File: src/rtl/mult_pkg.sv
// Shared definitions for the 8x8 signed shift-add multiplier.
//   mult_state_t : sequencer states
//   WIDTH        : operand width
//   N_STEPS      : number of add/shift steps
//   LAST_STEP    : index of the final (subtracting) step
package mult_pkg;

    typedef enum logic [2:0] {
        IDLE  = 3'd0,
        START = 3'd1,
        ADD   = 3'd2,
        SHIFT = 3'd3,
        DONE  = 3'd4
    } mult_state_t;

    localparam int unsigned WIDTH     = 8;
    localparam int unsigned N_STEPS   = 8;
    localparam int unsigned LAST_STEP = N_STEPS - 1;

endpackage

File: src/rtl/adder_9_bit.sv
// 9-bit add/subtract unit used by the multiplier datapath.
//   A  : 8-bit operand, sign-extended to 9 bits
//   B  : 8-bit operand, sign-extended to 9 bits
//   fn : 0 = A + B, 1 = A - B
//   S  : 9-bit result {sign, value}
module adder_9_bit (
    input  logic [7:0] A,
    input  logic [7:0] B,
    input  logic       fn,
    output logic [8:0] S
);

    logic [8:0] a9;
    logic [8:0] b9;

    // Subtraction is A + ~B + 1.
    always_comb begin
        a9 = {A[7], A};
        b9 = fn ? ~{B[7], B} : {B[7], B};
        S  = a9 + b9 + {8'b0, fn};
    end

endmodule

File: src/rtl/mult_8x8_sequencer.sv
// Sequencer and register file for the 8x8 signed shift-add multiplier.
// Product appears in {A, B}; X carries the sign extension.
//   Clk          : system clock
//   Reset_n      : asynchronous active-low reset
//   Run          : start request (level)
//   ClearA_LoadB : clear X/A and load B from SW (IDLE only)
//   SW           : operand switches (B on load, S on start)
//   Aval/Bval    : A and B registers
//   Xval         : X sign-extension bit
//   Busy         : high in START/ADD/SHIFT
//   Done         : high in DONE
module mult_8x8_sequencer
    import mult_pkg::*;
#(
    parameter bit CLEAR_ON_RUN = 1'b1
) (
    input  logic             Clk,
    input  logic             Reset_n,
    input  logic             Run,
    input  logic             ClearA_LoadB,
    input  logic [WIDTH-1:0] SW,
    output logic [WIDTH-1:0] Aval,
    output logic [WIDTH-1:0] Bval,
    output logic             Xval,
    output logic             Busy,
    output logic             Done
);

    mult_state_t      state_q, state_d;
    logic [2:0]       count_q, count_d;
    logic [WIDTH-1:0] a_q, a_d;
    logic [WIDTH-1:0] b_q, b_d;
    logic [WIDTH-1:0] s_q, s_d;
    logic             x_q, x_d;

    logic             last_step;
    logic [WIDTH:0]   sum;

    assign last_step = (count_q == 3'(LAST_STEP));

    // The final step subtracts: the multiplier's MSB has negative weight.
    adder_9_bit u_adder (
        .A  (a_q),
        .B  (s_q),
        .fn (last_step),
        .S  (sum)
    );

    always_ff @(posedge Clk or negedge Reset_n) begin
        if (!Reset_n) begin
            state_q <= IDLE;
            count_q <= '0;
            a_q     <= '0;
            b_q     <= '0;
            s_q     <= '0;
            x_q     <= 1'b0;
        end else begin
            state_q <= state_d;
            count_q <= count_d;
            a_q     <= a_d;
            b_q     <= b_d;
            s_q     <= s_d;
            x_q     <= x_d;
        end
    end

    always_comb begin
        state_d = state_q;
        count_d = count_q;
        a_d     = a_q;
        b_d     = b_q;
        s_d     = s_q;
        x_d     = x_q;

        unique case (state_q)
            IDLE: begin
                if (ClearA_LoadB) begin
                    x_d = 1'b0;
                    a_d = '0;
                    b_d = SW;
                end else if (Run) begin
                    state_d = START;
                end
            end
            START: begin
                s_d     = SW;
                count_d = '0;
                if (CLEAR_ON_RUN) begin
                    x_d = 1'b0;
                    a_d = '0;
                end
                state_d = ADD;
            end
            ADD: begin
                // Cycle is spent even when B[0]=0 to keep latency fixed.
                if (b_q[0]) begin
                    {x_d, a_d} = sum;
                end
                state_d = SHIFT;
            end
            SHIFT: begin
                a_d = {x_q, a_q[WIDTH-1:1]};
                b_d = {a_q[0], b_q[WIDTH-1:1]};
                if (last_step) begin
                    state_d = DONE;
                end else begin
                    count_d = count_q + 3'd1;
                    state_d = ADD;
                end
            end
            DONE: begin
                // Wait for Run release so a held button cannot retrigger.
                if (!Run) begin
                    state_d = IDLE;
                end
            end
            default: state_d = IDLE;
        endcase
    end

    always_comb begin
        Aval = a_q;
        Bval = b_q;
        Xval = x_q;
        Busy = (state_q == START) || (state_q == ADD) || (state_q == SHIFT);
        Done = (state_q == DONE);
    end

endmodule

File: config.mk
export PLATFORM = sky130hd
export DESIGN_NAME = mult_8x8_sequencer
export DESIGN_NICKNAME = d
export VERILOG_FILES = /design/src/rtl/mult_pkg.sv /design/src/rtl/adder_9_bit.sv /design/src/rtl/mult_8x8_sequencer.sv
export SDC_FILE = /design/constraint.sdc
export NUM_CORES = 1
export LEC_CHECK = 0
export CAP_MARGIN = 20
export CELL_PAD_IN_SITES_DETAIL_PLACEMENT = 1
export CELL_PAD_IN_SITES_GLOBAL_PLACEMENT = 1
export CORE_MARGIN = 2
export CORE_UTILIZATION = 40
export CTS_CLUSTER_SIZE = 40
export DETAILED_ROUTE_END_ITERATION = 16
export PLACE_DENSITY_LB_ADDON = 0.1
export SETUP_SLACK_MARGIN = 0.05
export SLEW_MARGIN = 10
export SYNTH_ARGS = -nofsm -noshare
export SYNTH_HDL_FRONTEND = slang
export SYNTH_SLANG_ARGS = --single-unit
File: constraint.sdc
create_clock -name Clk -period 6.6 [get_ports Clk]
set_input_delay 0.66 -clock Clk [delete_from_list [all_inputs] [get_ports Clk]]
set_output_delay 0.66 -clock Clk [all_outputs]
set_load 0.005 [all_outputs]
==> run_results.csv <==
group,metric,value,unit
synth,synth.avg_cell_area,10.00,um2
route,vias,1490,
hold_path,min_path_type,"reg2reg",
grt,grt-ovfl-total,0,
cts,clk_pin_slew,70,ps
worst_setup_path,r2r-start,"count_q[0]",
die,ios,31,
worst_setup_path,critPathArrivalTime,3240,ps
job,maxCapViolations,0,
cts,htree_levels,2,
timing,clock_skew,6.617,ps
route,wl_per_cell,17.06,um
route,drt_iter0_drc,44,
timing,fin_crit_sh,0.4670,
route,dr_wl_met3,142,um
die,initial_core_util,0.4175,
grt,grt_pass1_vias,1608,
power,powerDensity,634.9,nW/um2
synth,ys_warn_count,0,
worst_setup_path,cp-end-kind,"register",
route,wl_met1,2.017,mm
cts,cts_tree,"built",
die,die_area,5134,um2
route,drtAntennaViolNets,0,
grt,grt_pass1_wl,7.900,mm
route,viasPerCell,5.623,
cts,cts-resized-gates,0,
synth,synth_seq_cells,31,
timing,setup_viol,0,
worst_setup_path,critPathKind,"reg2reg",
cts,hold_buffers,0,
die,core-area,4384,um2
route,route.detailed.drc,0,
timing,hold_ws,534.6,ps
worst_setup_path,crit_required,6760,ps
synth,syn_nets,206,
route,dr_wl_met2,2.303,mm
die,die_h,71.65,um
timing,drv_slew,0,
timing,slew_headroom,0.4389,
cts,cts.sinks,31,
cts,cts_made_buffers,5,
grt,track_usage,0.1971,
synth,yosysSeqAreaShare,0.4238,
worst_setup_path,r2r_setup_slack,3520,ps
cells_and_area,drive_gt1_frac,0.1127,
die,fp-row-count,24,
cts,clkLatencyLatePin,290,ps
synth,ys_types,38,
die,die_w,71.65,um
grt,grt_max_degree,32,
synth,yosysTopAreaCell,"dfrtp_1",
timing,max_freq,324.4,MHz
cells_and_area,fin_nets,235,
placed_design,numPortBuffers,30,
route,dr.pass1.iters,4,
timing,worst_slew_pin_slew,841.7,ps
synth,synth_top_area_share,0.4238,
placed_design,globalplace.congestion,0.7671,
outcome,status,"completed",
synth,ys_top_cells_by_area,"dfrtp_1 (42%), ha_1 (6.8%), mux2i_1 (4.9%)",
cts,cts_buffer_depth,2,
power,p_leak,1.031,nW
route,top_layer,"met4",
timing,tns,0,ps
cts,cts-root-buf,"clkbuf_8",
synth,syn_inst,183,
power,ir_worst_vdd,0.2670,mV
cells_and_area,area_growth,24.06,%
worst_setup_path,cp-start-kind,"register",
cells_and_area,n_antenna_cell,0,
grt,antenna_found_initial,0,
cts,postCtsSetupRepairBufs,0,
hold_path,min_from,"s_q[2]",
route,wirelength,4.520,mm
worst_setup_path,cp-startpoint,"count_q[0]",
timing,rsz0062_at_grt,"no",
timing,min_period,3082,ps
worst_setup_path,path_max_fanout,16,
synth,synth_area,1831,um2
placed_design,hpwl,3.298,mm
timing,timing_hold_violations_final,0,
synthesized netlist by cell type, drive strengths merged:
library cell  number
dfrtp             31
nor2              26
a21oi             16
ha                10
nand2             10
buf                9
mux2               9
mux2i              9
o21ai              9
xor2               9
a221oi             4
a22o               4
inv                4
a21o               3
a31oi              3
nand3              3
nor3               3
a211oi             2
a32oi              2
and2               2
nor2b              2
or3                2
and3b              1
and4               1
fa                 1
nand2b             1
nor3b              1
o211ai             1
o21a               1
o21ba              1
o21bai             1
o22ai              1
xnor2              1
where the power goes:
| part | total (mW) | internal (mW) | switching, mW |
|---|---|---|---|
| sequential | 0.390 | 0.290 | 0.100 |
| clock | 0.198 | 0.122 | 0.0757 |
| combinational | 0.854 | 0.412 | 0.442 |
routing by layer:
metal	vias up	GRT usage
met5	-	0
li1	713	-
met2	26	0.3467
met1	743	0.2455
met4	0	0.05660
met3	8	0.03797
layout make-up:
| cell class | instances | area (um2) |
|---|---|---|
| multi-input combinational | 139 | 989.7 |
| clock inverter | 2 | 35.03 |
| clock buffer | 6 | 82.58 |
| fill | 491 | 2113 |
| timing repair buffer | 31 | 307.8 |
| tap | 52 | 65.06 |
| sequential | 31 | 775.7 |
| inverter | 4 | 15.01 |
path summary, 6_finish.rpt:
path                                end  depth (start not counted)
worst max-delay path            Aval[6]                         10
worst min-delay path             s_q[2]                          1
worst max register to register  Aval[6]                         10
worst min register to register   s_q[2]                          1
max in group asynchronous        s_q[3]                          2
min in group asynchronous          Xval                          2
cells by family after synthesis:
kind of cell / synth area share
AND/OR/NAND/NOR: 0.1333
AO/OA/AOI/OAI: 0.1736
flip-flops: 0.4238
multiplexers: 0.1066
buffers and inverters: 0.03554
adder cells (fa/ha/maj): 0.07929
XOR/XNOR: 0.04785
cells in the final DEF, fill, tap and decap left out, types with 2 or more instances in the layout:
cell type,Yosys,routed
a211oi_1,2,2
a21o_1,2,2
a21oi_1,16,16
a221oi_1,4,4
a22o_1,4,4
a31oi_1,3,3
a32oi_1,2,2
and2_1,2,2
clkbuf_8,0,6
clkdlybuf4s50_1,0,30
dfrtp_1,31,31
ha_1,10,10
inv_1,4,4
mux2_2,8,8
mux2i_1,9,9
nand2_1,10,10
nand3_1,3,3
nor2_1,24,24
nor2_2,2,2
nor2b_1,2,2
nor3_1,3,3
o21ai_0,8,8
or3_1,2,2
xor2_1,9,9
critical path, stage by stage, from the launching register on:
cell and delay [ps]:
dfrtp_1 410, ha_1 220, ha_1 430, mux2i_1 360, inv_1 90, fa_1 410, a21o_1 210, and4_1 200
or3_1 350, a32oi_1 200, o21ai_1 80
state kept, by name, summed over array words and instances, names as in the netlist:
| register | cells |
|---|---|
| Bval | 8 |
| Aval | 8 |
| count_q | 3 |
| Xval | 1 |
| state_q | 3 |
| s_q | 8 |
per-stage QoR:
step / total power [mW] / util / std cells / cell area, um2 / setup WS (ps)
after floorplan: 0.9807 / - / 183 / 1831 / 3812
after global placement: 1.206 / 0.4912 / 257 / 2153 / 3675
after detailed placement: 1.247 / 0.4912 / 257 / 2153 / 3520
after CTS: 1.458 / 0.5180 / 265 / 2271 / 3500
after global routing: 1.585 / 0.5180 / 265 / 2271 / 3335
final: 1.442 / 0.5180 / 265 / 2271 / 3518
Power figures use the tool's default switching activity.
